## src/rtl/bram_result_drainer_pkg.sv

```systemverilog
// Shared definitions for the result-bank drainer: run-state encoding (common with
// the BRAM accessor's status) and default widths.
package bram_result_drainer_pkg;

   typedef enum logic [1:0] {
      ST_IDLE = 2'd0,
      ST_RUN  = 2'd1,
      ST_DONE = 2'd2
   } drain_state_e;

   localparam int DEF_CNT_BIT     = 31;
   localparam int DEF_DWIDTH      = 64;
   localparam int DEF_AWIDTH      = 8;
   localparam int DEF_MEM_SIZE    = 256;
   localparam int BRAM_RD_LATENCY = 1;

endpackage

```

## src/rtl/bram_result_drainer_drain_fifo2.sv

```systemverilog
// Two-entry register FIFO that buffers BRAM read data ahead of the output stream.
// A push and pop in the same cycle leave the count unchanged, even when full.
module drain_fifo2 #(
   parameter int DWIDTH = 64
) (
   input  logic              clk,
   input  logic              reset,
   input  logic              push,
   input  logic [DWIDTH-1:0] push_data,
   input  logic              pop,
   output logic [1:0]        count,
   output logic [DWIDTH-1:0] head
);

   logic [DWIDTH-1:0] mem [2];
   logic              rd_ptr;
   logic              wr_ptr;
   logic              do_push;
   logic              do_pop;

   assign do_pop  = pop && (count != 2'd0);
   assign do_push = push && ((count != 2'd2) || do_pop);
   assign head    = mem[rd_ptr];

   always_ff @(posedge clk) begin
      if (reset) begin
         mem[0] <= '0;
         mem[1] <= '0;
         rd_ptr <= 1'b0;
         wr_ptr <= 1'b0;
         count  <= 2'd0;
      end else begin
         if (do_push) begin
            mem[wr_ptr] <= push_data;
            wr_ptr      <= ~wr_ptr;
         end
         if (do_pop) begin
            rd_ptr <= ~rd_ptr;
         end
         count <= count + {1'b0, do_push} - {1'b0, do_pop};
      end
   end

endmodule

```

## src/rtl/bram_result_drainer.sv

```systemverilog
// Drains run_count_i words of result bank 1, starting at address 0, onto a
// valid/ready stream. Read issue is credit-limited so the 2-entry FIFO never overflows.
module bram_result_drainer
   import bram_result_drainer_pkg::*;
#(
   parameter int CNT_BIT  = DEF_CNT_BIT,
   parameter int DWIDTH   = DEF_DWIDTH,
   parameter int AWIDTH   = DEF_AWIDTH,
   parameter int MEM_SIZE = DEF_MEM_SIZE
) (
   input  logic               clk,
   input  logic               reset,
   input  logic               start_run_i,
   input  logic [CNT_BIT-1:0] run_count_i,
   output logic               idle_o,
   output logic               run_o,
   output logic               done_o,
   output logic [AWIDTH-1:0]  addr_b1_o,
   output logic               ce_b1_o,
   output logic               we_b1_o,
   output logic [DWIDTH-1:0]  d_b1_o,
   input  logic [DWIDTH-1:0]  q_b1_i,
   output logic               m_valid_o,
   output logic [DWIDTH-1:0]  m_data_o,
   output logic               m_last_o,
   input  logic               m_ready_i
);

   drain_state_e                 state;
   logic [CNT_BIT-1:0]           count_q;
   logic [CNT_BIT-1:0]           issued;
   logic [CNT_BIT-1:0]           accepted;
   logic [BRAM_RD_LATENCY-1:0]   inflight;
   logic [1:0]                   fifo_cnt;
   logic [2:0]                   occupancy;
   logic                         pop;
   logic                         ce;

   // Stream handshake: a beat transfers on any rising edge where m_valid_o && m_ready_i;
   // m_valid_o, once high, stays high with stable data/last until that transfer happens.
   assign pop = m_valid_o && m_ready_i;

   // Words held or on their way: buffered + in flight, less the one leaving this edge.
   assign occupancy = {1'b0, fifo_cnt} + {2'b00, inflight[0]} - {2'b00, pop};
   assign ce        = (state == ST_RUN) && (issued < count_q) && (occupancy < 3'd2);

   assign ce_b1_o   = ce;
   assign addr_b1_o = AWIDTH'(32'(issued) % 32'(MEM_SIZE));
   assign we_b1_o   = 1'b0;
   assign d_b1_o    = '0;

   assign idle_o    = (state == ST_IDLE);
   assign run_o     = (state == ST_RUN);
   assign done_o    = (state == ST_DONE);

   assign m_valid_o = (fifo_cnt != 2'd0);
   assign m_last_o  = m_valid_o && (accepted == count_q - CNT_BIT'(1));

   drain_fifo2 #(
      .DWIDTH (DWIDTH)
   ) u_fifo (
      .clk       (clk),
      .reset     (reset),
      .push      (inflight[0]),
      .push_data (q_b1_i),
      .pop       (pop),
      .count     (fifo_cnt),
      .head      (m_data_o)
   );

   always_ff @(posedge clk) begin
      if (reset) begin
         state    <= ST_IDLE;
         count_q  <= '0;
         issued   <= '0;
         accepted <= '0;
         inflight <= '0;
      end else begin
         inflight <= BRAM_RD_LATENCY'(ce);
         unique case (state)
            ST_IDLE: begin
               if (start_run_i) begin
                  count_q  <= run_count_i;
                  issued   <= '0;
                  accepted <= '0;
                  state    <= (run_count_i == '0) ? ST_DONE : ST_RUN;
               end
            end
            ST_RUN: begin
               if (ce) begin
                  issued <= issued + CNT_BIT'(1);
               end
               if (pop) begin
                  accepted <= accepted + CNT_BIT'(1);
                  // Leaving on the final acceptance edge puts done_o in the very next cycle.
                  if (accepted == count_q - CNT_BIT'(1)) begin
                     state <= ST_DONE;
                  end
               end
            end
            ST_DONE: begin
               state <= ST_IDLE;
            end
            default: begin
               state <= ST_IDLE;
            end
         endcase
      end
   end

endmodule
```

## config.mk

```make
export PLATFORM = sky130hd
export DESIGN_NAME = bram_result_drainer
export DESIGN_NICKNAME = d
export VERILOG_FILES = /design/src/rtl/bram_result_drainer_pkg.sv /design/src/rtl/bram_result_drainer_drain_fifo2.sv /design/src/rtl/bram_result_drainer.sv
export SDC_FILE = /design/constraint.sdc
export NUM_CORES = 1
export LEC_CHECK = 0
export CAP_MARGIN = 20
export CELL_PAD_IN_SITES_DETAIL_PLACEMENT = 0
export CELL_PAD_IN_SITES_GLOBAL_PLACEMENT = 1
export CORE_UTILIZATION = 40
export CTS_BUF_LIST = sky130_fd_sc_hd__clkbuf_8
export CTS_CLUSTER_DIAMETER = 50
export DETAILED_ROUTE_END_ITERATION = 10
export MAX_ROUTING_LAYER = met4
export PLACE_DENSITY = 0.86
export SLEW_MARGIN = 20
export SYNTH_ARGS = -nofsm -noshare
export SYNTH_HDL_FRONTEND = slang
export SYNTH_SLANG_ARGS = --single-unit
```

## constraint.sdc

```tcl
create_clock -name clk -period 5.65 [get_ports clk]
set_input_delay 1.13 -clock clk [delete_from_list [all_inputs] [get_ports clk]]
set_output_delay 1.13 -clock clk [all_outputs]
set_load 0.005 [all_outputs]
```

After elaboration in Yosys (flattened, before gate mapping)
Memory sizes are Yosys's and may differ from the RTL's. A register that Yosys moved wholly into a read port is not among the register bits.
Cells that the tools add are included.
- register bits after elaboration: 100
- latch bits: 0
- memory bits (writable): 128
- memory bits (read-only): 0
- bits of input ports: 99
- logic and storage cells: 64
- memories kept: 1
- add/sub/neg operators: 7
- $mul: 0
- div/mod/pow operators: 0
- $lt $le $gt $ge: 2
- equality and inequality tests: 8
- shifts and indexed selects: 0
- muxes and demuxes: 20
- bitwise logic cells: 2
- reduce and logical (&&, ||, !) cells: 16
- memory list (name ; depth ; bits a word ; rd ports ; clocked after Yosys merged registers in ; wr ports ; RTL line ; source):
    u_fifo.mem ; 2 ; 64 ; 1 ; 1 ; 2 ; bram_result_drainer_drain_fifo2.sv:15 ; logic [DWIDTH-1:0] mem [2];
- operator list (operator ; count):
    $pmux 31 s2 ; 2
    $mux 31 ; 3
    $mux 64 ; 1
    $reduce_or 64->1 ; 1
    $add 31x1->31 const B ; 2
    $eq 31x31->1 ; 1
    $logic_not 31->1 ; 1
    $lt 31x31->1 ; 1
    $sub 31x1->31 const B ; 1
    $mux 1 ; 9
    $reduce_and 3->1 ; 3
    $mux 2 ; 4
    $logic_and 1x1->1 ; 6
    $ne 2x1->1 const B ; 3
    $ne 2x2->1 const B ; 2
    $pmux 2 s2 ; 1
    $reduce_bool 2->1 ; 2
    $add 2x1->3 ; 1
    $lt 3x2->1 const B ; 1
    $sub 3x1->3 ; 1
    $add 2x1->2 ; 1
    $eq 2x1->1 const B ; 1
    $eq 2x2->1 const B ; 1
    $logic_not 2->1 ; 1
    other kinds (4) ; 5

Depth between registers and ports, before layout
- word-level depth: 10
- depth in mapped cells: 18
- depth with buffers taken out: 16

Modules after synthesis
From an unflattened synthesis, not the netlist that was laid out.
- cells, all modules: 1280
- area, all modules: 12772.2 um2
- by module, submodules not included (module ; times used ; cells each ; area each (um2) ; sequential area each (um2)):
    bram_result_drainer ; 1 ; 914 ; 6957.9 ; 1921.8
    drain_fifo2 ; 1 ; 366 ; 5814.3 ; 3943.8

Worst setup path before layout
Ideal clock, no wire load.
- path type: input-to-reg
- start: input m_ready_i
- end: memory u_fifo.mem[0][0] (enable)
- arrival time: 4.253 ns
- data required time: 5.151 ns
- slack: 0.897 ns
- stages: 2
- path through: o31ai_1 o21bai_1
- RTL lines (item ; RTL line ; source):
    start: declaration ; bram_result_drainer.sv:26 ; input logic m_ready_i
    end: declaration ; bram_result_drainer_drain_fifo2.sv:15 ;

Worst setup path after layout
- start: input m_ready_i
- end: output ce_b1_o
- word-level cells in the longest chain between the ends: 4
- ends and longest elaborated chain (item ; RTL line ; source):
    $logic_and 1x1->1 ; bram_result_drainer.sv:41 ; assign pop = m_valid_o && m_ready_i;
    $sub 3x1->3 ; bram_result_drainer.sv:44 ; assign occupancy = {1'b0, fifo_cnt} + {2'b00, inflight[0]} - {2'b00, pop};
    $lt 3x2->1 ; bram_result_drainer.sv:45 ; assign ce = (state == ST_RUN) && (issued < count_q) && (occupancy < 3'd2);
    $logic_and 1x1->1 ; bram_result_drainer.sv:45 ;
    end: declaration ; bram_result_drainer.sv:19 ; output logic ce_b1_o,
No other way between the ends.

==> impl_metrics.csv <==
group,metric,value,unit
outcome,outcome,"completed",
logic_synthesis,synth_cells,1208,
logic_synthesis,yosys.area.top_type_share,0.317,
floorplan,rows,63,
logic_synthesis,synth_xor_area_frac,0.0628,
clocking,cts_buffers,41,
grt,grt_max_degree,66,
place,dp_hpwl,21.7,mm
job,maxCapViolCount,0,
logic_synthesis,synth-main-ff-cell,"edfxtp_1",
logic_synthesis,yosys.area.top_type,"edfxtp_1",
cells_and_area,final_cells,1801,
floorplan,coreArea,29700,um^2
cells_and_area,final_layout_size_suffix_gt1_frac,0.109,
logic_synthesis,synth_cell_types,62,
place,dpl.cell_count,1728,
logic_synthesis,synth_top_family_by_area,"simple AND/OR/NAND/NOR gates",
route,via_per_inst,5.04,
worst_setup_path,worstPathCellList,"clkdlybuf4s50_1 -> nand2_1 -> inv_1 -> ha_1 -> inv_1 -> nand2_1 -> fa_1 -> xor2_1 -> nor4b_1 -> o211ai_1 -> a221oi_1 -> buf_4 -> clkdlybuf4s50_1",
power,power_frac_comb,0.250,
logic_synthesis,synth_compound_area_frac,0.0597,
timing,setup-tns-final,0,ps
timing,relSlewSlack,0.304,
route,drtIter0Drc,707,
clocking,ctsResizeCount,0,
timing,fin_skew,19.6,ps
min_path,hold_path.class,"flip-flop to flip-flop",
floorplan,initial_core_util,0.408,
worst_setup_path,criticalPathCategory,"input port to output port",
logic_synthesis,synthArstFlopShare,0,
power,irDropWorstVdd,0.124,mV
logic_synthesis,netlist_top_cells_area,"edfxtp_1, dfxtp_1, and2_1, mux2_2, buf_4",
grt,grt_usage,0.198,
timing,layout_min_cycle_time,5360,ps
logic_synthesis,synth_area,12100,um^2
timing,finalSetupViolCount,0,
logic_synthesis,synth_edf_count,128,
worst_setup_path,cp.arrival,4230,ps
timing,worstMarginPinSlew,1040,ps
route,avgRoutedWirePerCell,16.8,um
route,ant_nets,0,
place,port_buffers,176,
clocking,post_cts_buffers,0,
cells_and_area,final_common_cell,"clkdlybuf4s50_1",
power,sw_frac_of_total,0.278,
floorplan,dieHeight,176,um
route,first_pass_iters,5,
timing,fin_crit_sh,0.949,
route,drc_errors,0,
route,vias,9069,
logic_synthesis,seq_area_frac_synth,0.483,
power,finalPower,0.00475,W
grt,grt_pass1_wl,46.7,mm
floorplan,die_area,31000,um^2
place,gp_congestion,0.922,
floorplan,pin_count,242,
grt,grt_pass1_vias,8652,
worst_setup_path,worstSetupStartpointType,"input port",
grt,antenna_found_initial,0,
power,seq_power_share,0.425,
power,p_int,0.00343,W
cells_and_area,antenna_cells,0,
timing,rsz0062_at_grt,"no",
logic_synthesis,synthAdderAreaFrac,0.0388,
worst_setup_path,critPathMaxFanout,4,
logic_synthesis,ys_seq_elements,229,
cells_and_area,final_area,14800,um^2
clocking,tritoncts,"yes",
cells_and_area,final_cell_mix,"clkdlybuf4s50_1, and2_1, edfxtp_1",
worst_setup_path,cp.required,4520,ps
logic_synthesis,postSynthAreaPerCell,10.0,um^2
place,placed_area,14000,um^2
clocking,worst_skew_pair.late_latency,540,ps
cells_and_area,area_delta_synth_final,22.2,%
timing,drv_slew,0,
grt,grt-ovfl-total,0,
clocking,cts-hold-fix-buffers,0,
clocking,clock_path_buffers,3,
power,clkPwrFrac,0.325,
clocking,cts_sinks,229,
power,power_leakage,5.66,nW
worst_setup_path,crit_path_top_delay_cell,"clkdlybuf4s50_1",
logic_synthesis,synth_warnings,0,
timing,max_freq,186,MHz
route,wl,30.2,mm
clocking,htree_levels,2,
clocking,clock-root-buffer,"clkbuf_8",
logic_synthesis,synth_mux_area_frac,0.0661,
clocking,clk_pin_slew_worst_paths,50,ps
logic_synthesis,yosys.area_share.simple,0.215,
timing,hold_violations,0,
worst_setup_path,cp-end-kind,"output port",
power,powerDensity,321,nW/um^2
worst_setup_path,cpPeakStageDelay,490,ps
timing,whs,498,ps
cells_and_area,nets,1517,
power,p_sw,0.00132,W
floorplan,die_w,176,um
==> critical path: cells and delay by family <==
kind	cells	cell delay, ps
and+or+nand+nor	3	510
xor gates and xnor gates	1	150
AOI/OAI and AO/OA	2	430
buffers and inverters	5	1390
adders and majority gates	2	620
==> power by group through the flow <==
stage | Clock [W] | Combinational (W) | Sequential, W
6_report | 0.00155 | 0.00119 | 0.00202
5_1_grt | 0.00167 | 0.00130 | 0.00204
4_1_cts | 0.00159 | 0.00120 | 0.00202
3_5_place_dp | 0 | 0.00119 | 0.00206
3_3_place_gp | 0 | 0.00118 | 0.00205
2_1_floorplan | 0 | 0.000689 | 0.00200
==> synth_stat cells (28+ instances only) <==
library cell / count
and2_1: 131
edfxtp_1: 128
nand2_1: 117
dfxtp_1: 101
nor2_1: 87
buf_4: 73
mux2_2: 65
a21oi_1: 62
clkbuf_1: 45
xnor2_1: 44
inv_1: 43
xor2_1: 43
ha_1: 36
nand3_1: 28
==> cells by family after synthesis <==
logic type / after synthesis
xor+xnor: 87
fa+ha+maj: 37
mux: 72
simple gates: 495
compound gates: 122
buf+inv: 165
other cells: 1
flops: 229
==> worst paths after layout <==
| kind | startpoint | end | slack [ps] | cells past startpoint |
|---|---|---|---|---|
| setup reg to reg | u_fifo.count[1]$_SDFF_PP0_ | issued[9]$_SDFFE_PP0P_ | 1670 | 18 |
| hold reg to reg | count_q[23]$_SDFFE_PP0P_ | count_q[23]$_SDFFE_PP0P_ | 500 | 2 |
| hold / removal | count_q[23]$_SDFFE_PP0P_ | count_q[23]$_SDFFE_PP0P_ | 500 | 2 |
| setup / recovery | m_ready_i | ce_b1_o | 290 | 13 |
==> through the flow <==
stage                     setup slack (ps)   util
after floorplan                        897      -
final                                  287  0.499
after global routing                  83.2  0.499
after global placement                 212  0.471
after detailed placement               246  0.471
after CTS                              229  0.499
==> layout make-up <==
type / instances / area (um^2)
Clock buffer: 48 / 661
Clock inverter: 25 / 165
Fill cell: 2725 / 14900
Inverter: 43 / 161
Multi-Input combinational cell: 878 / 5640
Sequential cell: 229 / 5870
Tap cell: 390 / 488
Timing Repair Buffer: 188 / 1850
==> layer usage <==
metal / wire length (um) / up-vias / global-route usage
li1: - / 4402 / -
met1: 13200 / 4326 / 0.250
met2: 14300 / 290 / 0.325
met3: 2040 / 51 / 0.0373
met4: 671 / 0 / 0.0533
met5: 0 / - / -
==> registers in the layout (all words and copies together) (netlist names), named ones only <==
name	flops
u_fifo.mem	128
accepted	31
count_q	31
issued	31
state	2
u_fifo.count	2
inflight	1
u_fifo.rd_ptr	1
u_fifo.wr_ptr	1
No activity file was read; power rests on OpenSTA's default activity.
